$ cat src/rtl/serial_mag_comparator_if.sv
// rtl/serial_mag_comparator_if.sv - operand/result handshake bundle for serial_mag_comparator
interface serial_mag_comparator_if #(
    parameter int WIDTH = 8
);
    localparam int NDIG = WIDTH / 2;
    localparam int DW   = $clog2(NDIG) + 1;

    logic             in_valid;
    logic             in_ready;
    logic [WIDTH-1:0] a;
    logic [WIDTH-1:0] b;
    logic             out_valid;
    logic             out_ready;
    logic             a_gt_b;
    logic             a_eq_b;
    logic             a_lt_b;
    logic             busy;
    logic [DW-1:0]    digits;

    modport master (
        output in_valid, a, b, out_ready,
        input  in_ready, out_valid, a_gt_b, a_eq_b, a_lt_b, busy, digits
    );

    modport slave (
        input  in_valid, a, b, out_ready,
        output in_ready, out_valid, a_gt_b, a_eq_b, a_lt_b, busy, digits
    );
endinterface

$ cat src/rtl/serial_mag_comparator.sv
// rtl/serial_mag_comparator.sv - MSB-first serial magnitude comparator, optional SERIAL_CMP_EARLY_EXIT_EN
module serial_mag_comparator #(
    parameter int WIDTH = 8
) (
    input  logic                  clk,
    input  logic                  rst,
    serial_mag_comparator_if.slave bus
);
    localparam int NDIG = WIDTH / 2;
    localparam int DW   = $clog2(NDIG) + 1;
    localparam int IW   = (NDIG > 1) ? $clog2(NDIG) : 1;

`ifdef SERIAL_CMP_EARLY_EXIT_EN
    localparam bit EARLY_EXIT = 1'b1;
`else
    localparam bit EARLY_EXIT = 1'b0;
`endif

    localparam logic [1:0] S_IDLE    = 2'd0;
    localparam logic [1:0] S_COMPARE = 2'd1;
    localparam logic [1:0] S_DONE    = 2'd2;

    logic [1:0]       state;
    logic [WIDTH-1:0] a_q;
    logic [WIDTH-1:0] b_q;
    logic [IW-1:0]    idx;
    logic             gt_q;
    logic             eq_q;
    logic             lt_q;
    logic [DW-1:0]    digits_q;

    logic [1:0]       dig_a;
    logic [1:0]       dig_b;
    logic             slice_gt;
    logic             slice_lt;
    logic             slice_ne;
    logic             last_digit;

    // Shared 2-bit comparator slice on the digit selected by idx
    always_comb begin
        dig_a      = a_q[{idx, 1'b0} +: 2];
        dig_b      = b_q[{idx, 1'b0} +: 2];
        slice_gt   = dig_a > dig_b;
        slice_lt   = dig_a < dig_b;
        slice_ne   = slice_gt | slice_lt;
        last_digit = (idx == '0) || (EARLY_EXIT && slice_ne);
    end

    // Control FSM with sticky first-difference result
    always_ff @(posedge clk) begin
        if (rst) begin
            state    <= S_IDLE;
            a_q      <= '0;
            b_q      <= '0;
            idx      <= '0;
            gt_q     <= 1'b0;
            eq_q     <= 1'b0;
            lt_q     <= 1'b0;
            digits_q <= '0;
        end else begin
            case (state)
                S_IDLE: begin
                    if (bus.in_valid) begin
                        a_q      <= bus.a;
                        b_q      <= bus.b;
                        idx      <= IW'(NDIG - 1);
                        gt_q     <= 1'b0;
                        eq_q     <= 1'b0;
                        lt_q     <= 1'b0;
                        digits_q <= '0;
                        state    <= S_COMPARE;
                    end
                end
                S_COMPARE: begin
                    digits_q <= digits_q + DW'(1);
                    // Only the most significant differing digit decides the result
                    if (slice_ne && !gt_q && !lt_q) begin
                        gt_q <= slice_gt;
                        lt_q <= slice_lt;
                    end
                    if (last_digit) begin
                        eq_q  <= !(gt_q || lt_q || slice_ne);
                        state <= S_DONE;
                    end else begin
                        idx <= idx - IW'(1);
                    end
                end
                S_DONE: begin
                    if (bus.out_ready) begin
                        state <= S_IDLE;
                    end
                end
                default: state <= S_IDLE;
            endcase
        end
    end

    assign bus.in_ready  = (state == S_IDLE);
    assign bus.out_valid = (state == S_DONE);
    assign bus.busy      = (state == S_COMPARE) || (state == S_DONE);
    assign bus.a_gt_b    = gt_q;
    assign bus.a_eq_b    = eq_q;
    assign bus.a_lt_b    = lt_q;
    assign bus.digits    = digits_q;
endmodule

$ cat src/flat_wrapper.sv
// flat-port wrapper written by rule: the top's interface ports become plain ports
module serial_mag_comparator_flat 
#(
    parameter int WIDTH = 8
)
  (clk, rst, bus_in_valid, bus_a, bus_b, bus_out_ready, bus_in_ready, bus_out_valid, bus_a_gt_b, bus_a_eq_b, bus_a_lt_b, bus_busy, bus_digits);
  serial_mag_comparator_if #(.WIDTH(WIDTH)) bus_i ();
  input  logic clk;
  input  logic rst;
  input wire logic [$bits(bus_i.in_valid)-1:0] bus_in_valid;
  input wire logic [$bits(bus_i.a)-1:0] bus_a;
  input wire logic [$bits(bus_i.b)-1:0] bus_b;
  input wire logic [$bits(bus_i.out_ready)-1:0] bus_out_ready;
  output wire logic [$bits(bus_i.in_ready)-1:0] bus_in_ready;
  output wire logic [$bits(bus_i.out_valid)-1:0] bus_out_valid;
  output wire logic [$bits(bus_i.a_gt_b)-1:0] bus_a_gt_b;
  output wire logic [$bits(bus_i.a_eq_b)-1:0] bus_a_eq_b;
  output wire logic [$bits(bus_i.a_lt_b)-1:0] bus_a_lt_b;
  output wire logic [$bits(bus_i.busy)-1:0] bus_busy;
  output wire logic [$bits(bus_i.digits)-1:0] bus_digits;
  assign bus_i.in_valid = bus_in_valid;
  assign bus_i.a = bus_a;
  assign bus_i.b = bus_b;
  assign bus_i.out_ready = bus_out_ready;
  assign bus_in_ready = bus_i.in_ready;
  assign bus_out_valid = bus_i.out_valid;
  assign bus_a_gt_b = bus_i.a_gt_b;
  assign bus_a_eq_b = bus_i.a_eq_b;
  assign bus_a_lt_b = bus_i.a_lt_b;
  assign bus_busy = bus_i.busy;
  assign bus_digits = bus_i.digits;
  serial_mag_comparator #(.WIDTH(WIDTH)) u_core (.clk(clk), .rst(rst), .bus(bus_i));
endmodule
$ cat config.mk
export PLATFORM = sky130hd
export DESIGN_NAME = serial_mag_comparator_flat
export DESIGN_NICKNAME = d
export VERILOG_FILES = /design/src/rtl/serial_mag_comparator_if.sv /design/src/rtl/serial_mag_comparator.sv /design/src/flat_wrapper.sv
export SDC_FILE = /design/constraint.sdc
export NUM_CORES = 1
export LEC_CHECK = 0
export BUFFER_PORTS_ARGS = -buffer_cell sky130_fd_sc_hd__buf_2
export CORE_MARGIN = 5
export CORE_UTILIZATION = 30
export CTS_CLUSTER_SIZE = 10
export DETAILED_ROUTE_END_ITERATION = 16
export GPL_TIMING_DRIVEN = 0
export PLACE_DENSITY = 0.49
export SKIP_CTS_REPAIR_TIMING = 1
export SYNTH_ARGS = -nofsm -noshare
export SYNTH_HDL_FRONTEND = slang
export SYNTH_SLANG_ARGS = --single-unit
$ cat constraint.sdc
create_clock -name clk -period 6.3 [get_ports clk]
set_input_delay 0.945 -clock clk [delete_from_list [all_inputs] [get_ports clk]]
set_output_delay 0.945 -clock clk [all_outputs]
set_load 0.05 [all_outputs]
==> results.sh <==
export IMPL_status="complete, no violations"
export IMPL_htreeDepth=1
export IMPL_grt_pass1_wl_mm=5.14
export IMPL_drtAntennaViolNets=0
export IMPL_yosysTopAreaCell="dfxtp_1"
export IMPL_clock_fmax_ghz=0.435
export IMPL_insertion_delay_ns=0.27
export IMPL_powerDensity_mw_per_mm2=311
export IMPL_worst_pin_slew_ns=0.529
export IMPL_syn_instance_count=153
export IMPL_whs_ns=0.458
export IMPL_ys_warnings_count=0
export IMPL_cts_buffers=3
export IMPL_clock_skew_ns=0.00576
export IMPL_syn_avg_cell_area_um2=8.56
export IMPL_leakagePower_nw=0.639
export IMPL_rsz0062_at_grt="no"
export IMPL_ios=29
export IMPL_nNetsFinal=211
export IMPL_cp_max_fo=7
export IMPL_period_needed_ns=2.30
export IMPL_finalMaxSlewViolations=0
export IMPL_synth_edff_count=0
export IMPL_synth_main_ff_cell="dfxtp_1"
export IMPL_port_buffers=26
export IMPL_peakVddDrop_v=0.0000893
export IMPL_power_mw=0.485
export IMPL_avgViaCountPerCell=4.98
export IMPL_ys_top_cells_by_count="36 x nand2_1, 26 x dfxtp_1, 20 x a21oi_1"
export IMPL_critPathLaunchType="flip-flop"
export IMPL_critPathMaxStageDelay_ns=0.58
export IMPL_yosysSeqAreaShare_pct=39.7
export IMPL_ff2ff_path_depth=7
export IMPL_grt_max_degree=15
export IMPL_core_area_mm2=0.00429
export IMPL_cts_tree="yes"
export IMPL_cap_violations=0
export IMPL_hold_viol_final=0
export IMPL_cts_sinks=26
export IMPL_area_growth_pct=19.1
export IMPL_first_pass_iters=4
export IMPL_min_to="u_core.a_q[5]"
export IMPL_crit_slowest_cell="mux4_2"
export IMPL_wl_per_cell_um=13.2
export IMPL_fin_area_mm2=0.00156
export IMPL_drt_iter0_drc=51
export IMPL_worstPathCellList="clkbuf_1, mux4_2, inv_1, ha_1, nor2b_1, or4_1, a21oi_1"
export IMPL_netlist_area_mm2=0.00131
export IMPL_grt_overflow_total=0
export IMPL_r2r_start="u_core.idx[0]"
export IMPL_grt_pass1_vias=1159
export IMPL_synth_top_cells_by_area="dfxtp_1 40%, nand2_1 10%, a21oi_1 7.6%"
export IMPL_n_antenna_cell=0
export IMPL_rows=24
export IMPL_tns_ns=0
export IMPL_wirelength_mm=3.09
export IMPL_period_share_pct=36.5
export IMPL_hold_path_class="flip-flop to flip-flop"
export IMPL_vias=1171
export IMPL_dieWidth_um=76.1
export IMPL_synth_seq_cells=26
export IMPL_antenna_found_initial=0
export IMPL_dieArea_mm2=0.00579
export IMPL_fill_cells=447
export IMPL_hold_start="u_core.a_q[5]"
export IMPL_initial_core_util_pct=30.5
export IMPL_ys_types=30
export IMPL_drive_gt1_share_pct=21.3
export IMPL_dp_hpwl_mm=2.38
export IMPL_crit_required_ns=6.51
export IMPL_async_flop_share_pct=0
export IMPL_crit_path_end_kind="flip-flop"
export IMPL_critical_path_class="flip-flop to flip-flop"
export IMPL_grtUsageTotal_pct=10.7
export IMPL_synth_most_common_cell="nand2_1"
export IMPL_final_util_pct=36.3
export IMPL_route_detailed_drc=0
export IMPL_relSlewSlack_pct=64.7
export IMPL_die_y_um=76.1
export IMPL_yosysTopAreaCellShare_pct=39.7
export IMPL_place_area_mm2=0.00151
export IMPL_syn_num_nets=180
export IMPL_worstHoldPathCells=2
export IMPL_gp_congestion=0.732
export IMPL_reg2reg_slack_ns=4.00
export IMPL_cts_buffer_depth=2
export IMPL_crit_arrival_ns=2.51
export IMPL_rr_endpoint="u_core.bus.a_lt_b"
export IMPL_root_buffer="clkbuf_8"
export IMPL_path_clk_slew_ns=0.09
export IMPL_setup_viol=0
-- cell type report --
class / count / area, um2 / area share, %
sequential: 26 / 520 / 33.4
inverter: 6 / 22.5 / 1.44
multi-input combinational: 110 / 717 / 46.0
clock buffer: 4 / 55.1 / 3.53
tap: 52 / 65.1 / 4.17
buffer: 11 / 50.0 / 3.21
timing repair buffer: 26 / 130 / 8.34
-- stage by stage --
stage | std cells | setup slack, ns
after CTS | 235 | 3.97
after global placement | 231 | 4.02
after detailed placement | 231 | 3.99
after floorplan | 153 | 4.18
after global routing | 235 | 3.82
final | 235 | 4.00
-- kinds of logic (layout without fill, tap and decap cells) --
group	after synthesis	in the layout	share of synthesized area, %
and+or+nand+nor	60	60	22.6
AOI/OAI and AO/OA	37	37	17.0
DFF	26	26	39.7
buffers and inverters	17	47	5.54
adders and majority gates	7	7	6.69
muxes	6	6	8.41
-- sequential cells by signal, summed over array words and instances (netlist names) --
register,count
u_core.bus.digits,3
u_core.idx,2
u_core.a_q,8
u_core.bus.a_gt_b,1
u_core.bus.a_eq_b,1
u_core.bus.a_lt_b,1
u_core.state,2
u_core.b_q,8
-- where the power goes --
part	internal, mW	switching, mW
sequential	0.183	0.00956
clock	0.0559	0.0535
combinational	0.0682	0.114
-- layout by cell type, fill, tap and decap left out, drive strengths merged, types with 2 or more instances in the layout --
master	count
a21oi	20
a221oi	2
a31oi	2
buf	28
clkbuf	13
dfxtp	26
ha	7
inv	6
mux2i	2
mux4	4
nand2	36
nand2b	7
nand3b	2
nor2	2
nor2b	7
nor3	2
o21ai	7
or4	2
-- per-layer routing --
layer | GRT usage (%) | wire (um) | vias up
met4 | 4.20 | 49 | 0
met5 | 0 | 0 | -
li1 | - | - | 584
met1 | 13.4 | 1420 | 546
met3 | 2.36 | 175 | 5
met2 | 17.8 | 1450 | 36
-- worst max-delay path, delay by kind of cell, from the launching register on --
family                   cells  cell delay, ns
adder cells (fa/ha/maj)      1            0.23
flip-flops                   1            0.31
multiplexers                 1            0.58
AND/OR/NAND/NOR              2            0.54
AO/OA/AOI/OAI                1            0.13
buffers and inverters        2            0.46
-- how the worst max path moves through the flow --
stage / slack [ns] / depth (start not counted) / to / start
detailed placement: 3.99 / 7 / u_core.bus.a_lt_b / u_core.idx[0]
finish: 4.00 / 7 / u_core.bus.a_lt_b / u_core.idx[0]
global placement: 4.02 / 6 / u_core.bus.a_lt_b / u_core.idx[0]
global route: 3.82 / 7 / u_core.bus.a_lt_b / u_core.idx[0]
floorplan: 4.18 / 6 / u_core.bus.a_lt_b / u_core.idx[0]
CTS: 3.97 / 7 / u_core.bus.a_lt_b / u_core.idx[0]
(Power assumes the default switching activity.)
